<file path="src/rtl/if_id_redirect_unit.sv">
// IF/ID pipeline register with branch/jump resolution and wrong-path squash for the MIPS fetch stage.
// Define DELAY_SLOT_EN to keep the redirect-slot instruction instead of squashing it; JAL then links to PC+8.
module if_id_redirect_unit (
    input  logic        Clk,
    input  logic        Rst,
    input  logic [31:0] Instruction_in,
    input  logic [31:0] PCAdder_in,
    input  logic        Stall_in,
    input  logic [31:0] RegA_in,
    input  logic [31:0] RegB_in,
    output logic [31:0] Instruction_out,
    output logic [31:0] PCPlus4_out,
    output logic        Valid_out,
    output logic        BranchResult_out,
    output logic        JumpControl_out,
    output logic [31:0] BranchTarget_out,
    output logic [31:0] JumpField_out,
    output logic [31:0] LinkAddr_out
);

    localparam logic [5:0] OP_SPECIAL = 6'b000000;
    localparam logic [5:0] OP_REGIMM  = 6'b000001;
    localparam logic [5:0] OP_J       = 6'b000010;
    localparam logic [5:0] OP_JAL     = 6'b000011;
    localparam logic [5:0] OP_BEQ     = 6'b000100;
    localparam logic [5:0] OP_BNE     = 6'b000101;
    localparam logic [5:0] OP_BLEZ    = 6'b000110;
    localparam logic [5:0] OP_BGTZ    = 6'b000111;
    localparam logic [5:0] FN_JR      = 6'b001000;

    typedef enum logic {RUN, SQUASH} state_t;

    state_t      state, state_next;
    logic [31:0] instr_q, pc4_q;
    logic        valid_q, valid_next;
    logic [5:0]  opcode, funct;
    logic [4:0]  rt;
    logic        a_eq_b, a_neg, a_zero;
    logic        branch_taken, is_jump, is_jr, live, redirect;

    assign opcode = instr_q[31:26];
    assign rt     = instr_q[20:16];
    assign funct  = instr_q[5:0];
    assign a_eq_b = (RegA_in == RegB_in);
    assign a_neg  = RegA_in[31];
    assign a_zero = (RegA_in == 32'd0);

    always_comb begin
        // NOTE: every always_comb output gets a default first so no path leaves it unassigned (no latch).
        branch_taken = 1'b0;
        is_jump      = 1'b0;
        is_jr        = 1'b0;
        case (opcode)
            OP_BEQ:     branch_taken = a_eq_b;
            OP_BNE:     branch_taken = !a_eq_b;
            OP_BLEZ:    branch_taken = a_neg || a_zero;
            OP_BGTZ:    branch_taken = !a_neg && !a_zero;
            OP_REGIMM: begin
                if (rt == 5'd0)      branch_taken = a_neg;
                else if (rt == 5'd1) branch_taken = !a_neg;
            end
            OP_J, OP_JAL: is_jump = 1'b1;
            OP_SPECIAL:   is_jr   = (funct == FN_JR);
            default: ;
        endcase
    end

    // A stalled transfer is resolved later, on its first non-stalled cycle.
    assign live             = valid_q && !Stall_in;
    assign BranchResult_out = live && (branch_taken || is_jr);
    assign JumpControl_out  = live && is_jump;
    assign redirect         = BranchResult_out || JumpControl_out;

    assign BranchTarget_out = is_jr ? RegA_in
                                    : pc4_q + {{14{instr_q[15]}}, instr_q[15:0], 2'b00};
    assign JumpField_out    = {4'b0000, instr_q[25:0], 2'b00};

    always_comb begin
        state_next = state;
        valid_next = valid_q;
        if (!Stall_in) begin
            case (state)
                RUN: begin
                    if (redirect) begin
`ifdef DELAY_SLOT_EN
                        state_next = RUN;
                        valid_next = 1'b1;
`else
                        state_next = SQUASH;
                        valid_next = 1'b0;
`endif
                    end else begin
                        valid_next = 1'b1;
                    end
                end
                SQUASH: begin
                    state_next = RUN;
                    valid_next = 1'b1;
                end
                default: begin
                    state_next = RUN;
                    valid_next = 1'b0;
                end
            endcase
        end
    end

    // NOTE: sequential state uses non-blocking assignments so all registers update from pre-edge values.
    always_ff @(posedge Clk or negedge Rst) begin
        if (!Rst) begin
            state   <= RUN;
            instr_q <= 32'd0;
            pc4_q   <= 32'd0;
            valid_q <= 1'b0;
        end else begin
            state   <= state_next;
            valid_q <= valid_next;
            if (!Stall_in) begin
                instr_q <= Instruction_in;
                pc4_q   <= PCAdder_in;
            end
        end
    end

`ifdef DELAY_SLOT_EN
    // Registered so the link value is zero in reset like every other output.
    logic [31:0] link_q;

    always_ff @(posedge Clk or negedge Rst) begin
        if (!Rst)           link_q <= 32'd0;
        else if (!Stall_in) link_q <= PCAdder_in + 32'd4;
    end

    assign LinkAddr_out = link_q;
`else
    assign LinkAddr_out = pc4_q;
`endif

    assign Instruction_out = instr_q;
    assign PCPlus4_out     = pc4_q;
    assign Valid_out       = valid_q;

endmodule

</file>
<file path="config.mk">
export PLATFORM = sky130hd
export DESIGN_NAME = if_id_redirect_unit
export DESIGN_NICKNAME = d
export VERILOG_FILES = /design/src/rtl/if_id_redirect_unit.sv
export SDC_FILE = /design/constraint.sdc
export NUM_CORES = 1
export LEC_CHECK = 0
export CORE_MARGIN = 10
export CORE_UTILIZATION = 36
export CTS_CLUSTER_DIAMETER = 120
export DETAILED_ROUTE_END_ITERATION = 8
export GPL_TIMING_DRIVEN = 0
export PLACE_DENSITY = 0.85
export RECOVER_POWER = 25
export SYNTH_ARGS = -nofsm -noshare
export SYNTH_HDL_FRONTEND = slang
export SYNTH_SLANG_ARGS = --single-unit
</file>
<file path="constraint.sdc">
create_clock -name Clk -period 2.9 [get_ports Clk]
set_clock_uncertainty 0.15 [all_clocks]
set_input_delay 0.435 -clock Clk [delete_from_list [all_inputs] [get_ports Clk]]
set_output_delay 0.435 -clock Clk [all_outputs]
set_load 0.005 [all_outputs]
</file>
==> results of run 1 <==
stage by stage:
step | total power [mW] | util, %
6_report | 4.98 | 68.8
3_3_place_gp | 3.29 | 58.2
4_1_cts | 4.77 | 65.5
5_1_grt | 5.22 | 68.8
2_1_floorplan | 2.13 | -
3_5_place_dp | 3.32 | 58.2
kinds of logic (layout without fill, tap and decap cells):
| family | Yosys count | after routing | synth area share (%) |
|---|---|---|---|
| adder cells (fa/ha/maj) | 30 | 30 | 7.17 |
| buffers and inverters | 89 | 460 | 10.8 |
| AO/OA/AOI/OAI | 119 | 119 | 14.5 |
| flip-flops | 66 | 66 | 30.9 |
| other | 1 | 8 | 0.0703 |
| XOR/XNOR | 57 | 57 | 9.36 |
| AND/OR/NAND/NOR | 138 | 138 | 13.3 |
| multiplexers | 66 | 66 | 13.9 |
registers in the layout (all words and copies together) (netlist names):
signal / flops
Instruction_out: 32
LinkAddr_out: 32
Valid_out: 1
state: 1
placed cells by master, fill, tap and decap left out, types with 20 or more instances in the layout:
master	synthesis	layout
clkbuf_2	0	21
nand2_1	44	38
ha_4	0	21
dfrtp_1	66	55
xor2_1	41	20
buf_6	0	24
nor2_1	24	21
buf_2	1	43
mux2_2	64	64
a21oi_1	31	20
buf_4	64	131
clkdlybuf4s50_1	0	188
report_power, final:
part | leakage, nW | switching (mW) | internal (mW)
Sequential | 0.760 | 0.134 | 1.02
Combinational | 3.36 | 1.13 | 1.49
Clock | 0.151 | 0.455 | 0.751
how the worst max path moves through the flow:
stage / from / endpoint
floorplan: Instruction_out[0] / BranchTarget_out[30]
global placement: Instruction_out[5] / BranchTarget_out[22]
detailed placement: Instruction_out[5] / BranchTarget_out[20]
CTS: Instruction_out[0] / BranchTarget_out[30]
global route: LinkAddr_out[2] / BranchTarget_out[28]
finish: Instruction_out[0] / BranchTarget_out[30]
routing by layer:
| layer | track usage [%] | up-vias | part of all wire, % |
|---|---|---|---|
| met5 | 0 | - | 0 |
| met4 | 10.7 | 0 | 2.9 |
| met3 | 7.58 | 60 | 8.9 |
| met2 | 40.3 | 326 | 52 |
| met1 | 25.8 | 2895 | 36 |
| li1 | - | 2711 | - |
final cells by class:
| cell class | instances | area, um2 | share of cell area (%) |
|---|---|---|---|
| Tap cell | 184 | 230 | 2.30 |
| Clock buffer | 9 | 225 | 2.25 |
| Timing Repair Buffer | 357 | 3160 | 31.6 |
| Sequential cell | 66 | 1670 | 16.7 |
| Antenna cell | 2 | 5.00 | 0.0501 |
| Buffer | 79 | 596 | 5.96 |
| Clock inverter | 7 | 93.8 | 0.939 |
| Inverter | 8 | 30.0 | 0.300 |
| Multi-Input combinational cell | 416 | 3980 | 39.9 |
timing repair:
item	CTS	global route
resized for setup	353	215
setup buffers	45	26
pin swaps	58	65
setup endpoints to repair	35	33
endpoints found under the hold margin	0	0
==> run summary, run 1 <==
Synth Flop Type - dfrtp_1
Layout cell share with drive strength beyond 1 - 46.0%
Crit path max fanout - 5
Final hold violations - 0
Num rows - 44
P_leak - 4.27 nW
Worst-path cell chain - ha_4 -> fa_2 -> a21oi_2 -> o211ai_1 -> a31oi_2 -> a31oi_4 -> o31ai_4 -> buf_4 -> nand3_2 -> a22o_1 -> buf_2
Root Driver - clkbuf_16
Iteration count of the initial detailed-routing pass - 5
Clock sink count - 66
Kind of critical path - register to primary output
Vias per inst - 5.31
RR Endpoint - Valid_out
Die Y - 142 um
Largest net degree at the start of global routing - 67
CTS Hold Bufs - 0
Placed cell count - 1041
RSZ-0062 raised after global routing - true
Post-Syn Area - 5340 um2
Max Root-Sink Buffers - 2
CP delay by family, top - compound AO/OA/AOI/OAI gates
VDD IR-drop max - 0.310 mV
Failing checks - max-capacitance violations, max-slew violations, negative setup slack
Leading area contributor after synthesis - dfrtp_1
Yosys warnings - 0
Slowest stage delay, CP - 0.43 ns
DRT iter0 DRCs - 322
Post-route ant nets - 0
Clock latency at the later pin of the worst-skew pair - 0.34 ns
IO Count - 294
Hold/Removal Path Class - primary input to async pin
Worst-Margin Slew - 1.77 ns
Worst reg2reg path startpoint - Instruction_out[26]
Drt total wl - 25600 um
Setup crit end kind - primary output
Global-route wire length before repair - 36800 um
Input/output buffers - 286
Worst-case reg-to-reg path depth - 5
Overall Global Routing Usage - 23.5%
Critical Path AT - 2.96 ns
Final setup vio count - 26
Design Area, Final - 9990 um2
Main area contributors after synthesis - dfrtp_1 (31%), mux2_2 (14%), buf_4 (9.0%)
RePlAce Congestion - 0.966
Max-slew headroom - -17.7%
Number of enable flip-flop cells after synthesis - 0
Async set-reset flop share out of synthesis - 100%
Status - finished, violations left
CTS tree - yes
Layout overhead on the synthesized area - 87.3%
P per Cell Area - 498 nW/um2
Final nets - 1098
Fin crit period - 3.55 ns
Area share of the largest cell type after synthesis - 30.9%
Synth Instances - 566
R2r setup slk - 0.68 ns
Max-cap check violation count - 1
Pre-CTS setup slack - -1.94 ns
Period utilization - 122%
Critical Path Source Type - register
CTS buffer count - 9
Seq cells post-synth - 66
Placeable Area - 14500 um2
Syn_area_per_cell - 9.43 um2
Via Count - 5992
Setup WS post-layout - -0.646 ns
Die Span X - 142 um
GRT Residual Overflow - 0
Vias in the first global route - 6366
Antenna violations before repair - 2
Filler Cell Count - 1093
Die area - 20100 um2
Placed Instance Area - 8460 um2
Hold Slack - 0.378 ns
Post-DR wirelength/cell - 22.7 um
Bufs and invs on worst path - 2
FMAX - 282 MHz
DRC viols - 0
Crit path depth - 11
Synth top cells by count - dfrtp_1 (66), buf_4 (64), mux2_2 (64)
Seq/Total Area, Yosys - 30.9%
Yosys cell types - 57
Final Slew Violations - 67
Setup_tns - -9.13 ns
Max stage delay cell, worst path - dfrtp_2
Post-Layout Cell Count - 1128
Clock slew at reported path FFs - 0.06 ns
Post-detail-place hpwl - 18400 um
CTS HTree Levels - 3
Initial core utilization - 36.7%
CP required - 2.32 ns
Count leader, synth - dfrtp_1
Power figures use the tool's default switching activity.
==> run 2: changes to the inputs <==
Settings changed: RECOVER_POWER 25 to 50.
==> run summary, run 2 (synthesis gave the netlist of run 1 again) <==
Final nets - 1098 (unchanged)
Post-Route M1 WL - 9330 um (+0.85%)
Die Y - 142 um (unchanged)
Setup crit end kind - primary output
IO Count - 294 (unchanged)
Commonest non-fill, non-tap cells in the layout - clkdlybuf4s50_1 (172), buf_4 (131), mux2_2 (63)
Worst-path cell chain - ha_4 -> fa_2 -> a21oi_2 -> o211ai_1 -> a31oi_2 -> a31oi_4 -> o31ai_4 -> buf_4 -> nand3_2 -> a22o_1 -> buf_2
Clock slew at reported path FFs - 0.06 ns (about the same)
Fin crit period - 3.54 ns (-0.00678 ns)
Crit path max fanout - 5 (unchanged)
Logic pwr share - 52.6% (about the same)
Sw Pwr - 1.72 mW (about the same)
GRT Residual Overflow - 0 (unchanged)
Via Count - 5986 (-0.10%)
Input/output buffers - 286 (unchanged)
Pre-CTS setup slack - -1.94 ns (unchanged)
Post-route ant nets - 0 (unchanged)
Max-cap check violation count - 1 (unchanged)
Num rows - 44 (unchanged)
Seq. cell area - 1670 um2 (-0.15%)
Bufs and invs on worst path - 2 (unchanged)
Antenna violations before repair - 2 (unchanged)
Root Driver - clkbuf_16
DRT iter0 DRCs - 318 (-1.2%)
Hold/Removal Path Class - register to register
Flop pwr share - 23.1% (about the same)
Status - finished, violations left
Most common cell after layout, fill and taps aside - clkdlybuf4s50_1
Critical Path Source Type - register
Overall Global Routing Usage - 23.5% (unchanged)
Post-DR wirelength/cell - 22.7 um (about the same)
Cell-internal power - 3.25 mW (-0.30%)
Iteration count of the initial detailed-routing pass - 5 (unchanged)
Worst-Margin Slew - 1.76 ns (-0.00439 ns)
RePlAce Congestion - 0.966 (unchanged)
Clock power share - 24.3% (about the same)
CTS tree - yes
Final hold violations - 0 (unchanged)
CP delay by family, top - compound AO/OA/AOI/OAI gates
CTS HTree Levels - 3 (unchanged)
DRC viols - 0 (unchanged)
Die Span X - 142 um (unchanged)
Global-route wire length before repair - 36800 um (unchanged)
Post-detail-place hpwl - 18400 um (unchanged)
Slowest stage delay, CP - 0.43 ns (about the same)
Vias in the first global route - 6366 (unchanged)
Failing checks - max-capacitance violations, max-slew violations, negative setup slack
Setup WS post-layout - -0.639 ns (+0.00678 ns)
Placeable Area - 14500 um2 (unchanged)
Layout overhead on the synthesized area - 87.2% (about the same)
CP required - 2.32 ns (about the same)
Switching portion of total power - 34.6% (+0.047 points)
Final Slew Violations - 67 (unchanged)
Max Root-Sink Buffers - 2 (unchanged)
Design Area, Final - 9990 um2 (about the same)
Placed Instance Area - 8460 um2 (unchanged)
P_leak - 4.27 nW (+0.10%)
Layout cell share with drive strength beyond 1 - 45.5% (-0.42 points)
Clock sink count - 66 (unchanged)
RSZ-0062 raised after global routing - true
Kind of critical path - register to primary output
Multi-input logic area - 3980 um2 (unchanged)
CTS buffer count - 9 (unchanged)
Met3 wire len - 2220 um (-2.9%)
Drt total wl - 25600 um (about the same)
Largest net degree at the start of global routing - 67 (unchanged)
VDD IR-drop max - 0.310 mV (about the same)
Die area - 20100 um2 (unchanged)
Filler Cell Count - 1093 (unchanged)
Initial core utilization - 36.7% (unchanged)
Detail Route met2 WL - 13300 um (-0.29%)
Max stage delay cell, worst path - dfrtp_2
FMAX - 283 MHz (+0.19%)
Final setup vio count - 27 (+3.8%)
Uppermost layer routed - met4
Critical Path AT - 2.95 ns (about the same)
P per Cell Area - 497 nW/um2 (-0.19%)
Period utilization - 122% (-0.23 points)
Max-slew headroom - -17.4% (+0.29 points)
Clock latency at the later pin of the worst-skew pair - 0.34 ns (about the same)
Vias per inst - 5.31 (-0.10%)
==> run 2: final timing paths <==
| check | start | to | slack [ns] | cells after the start |
|---|---|---|---|---|
| hold reg to reg | Instruction_out[21] | Instruction_out[21] | 0.37 | 1 |
| setup reg to reg | Instruction_out[26] | Valid_out | 0.68 | 5 |
| setup / recovery | Instruction_out[0] | BranchTarget_out[30] | -0.64 | 11 |
| hold / removal | Instruction_out[21] | Instruction_out[21] | 0.37 | 1 |
| min in group asynchronous | Rst | Instruction_out[22] | 0.38 | 1 |
| max in group asynchronous | Rst | Instruction_out[15] | 0.99 | 1 |
==> run 2: per-stage QoR <==
stage	power [mW]	setup TNS, ns	utilization (%)	hold WS (ns)	std cells
finish	4.97	-9.13	68.7	0.374	1128
detailed placement	3.32	-43.14	58.2	0.371	1041
floorplan	2.13	0	-	-0.0106	571
global placement	3.29	-109.29	58.2	0.367	1041
global route	5.21	-11.62	68.7	0.383	1128
CTS	4.77	-14.47	65.5	0.0938	1100
==> run 2: cell type report <==
type                       count  share of cell area [%]
timing repair buffer         357                    31.7
clock buffer                   9                    2.25
tap                          184                    2.30
buffer                        79                    5.95
clock inverter                 7                   0.939
antenna                        2                  0.0501
sequential                    66                    16.7
multi-input combinational    416                    39.9
inverter                       8                   0.301
==> run 2: worst reg2reg max path, delay by kind of cell (launching register included) <==
| family | cells | cell delay, ns |
|---|---|---|
| AOI/OAI and AO/OA | 2 | 0.63 |
| DFF | 1 | 0.49 |
| buffers and inverters | 1 | 0.14 |
| and+or+nand+nor | 2 | 0.67 |
==> run 2: repair_timing <==
| item | 4_1_cts | 5_1_grt |
|---|---|---|
| pin swaps | 58 | 65 |
| buffers inserted | 45 | 26 |
| hold buffers | 0 | 0 |
| endpoints found under the setup margin | 35 | 33 |
| gates resized for setup | 353 | 215 |
==> run 2: metal layers <==
metal / global-route usage (%) / vias to the layer above
met4: 10.7 / 0
met1: 25.8 / 2895
met2: 40.3 / 314
met3: 7.58 / 62
li1: - / 2715
met5: 0 / -
==> run 2: power groups by stage <==
stage	Sequential (mW)	Clock (mW)	Combinational, mW
2_1_floorplan	1.12	0	1.00
3_3_place_gp	1.14	0	2.14
3_5_place_dp	1.15	0	2.17
4_1_cts	1.14	1.21	2.42
5_1_grt	1.16	1.25	2.79
6_report	1.15	1.21	2.61
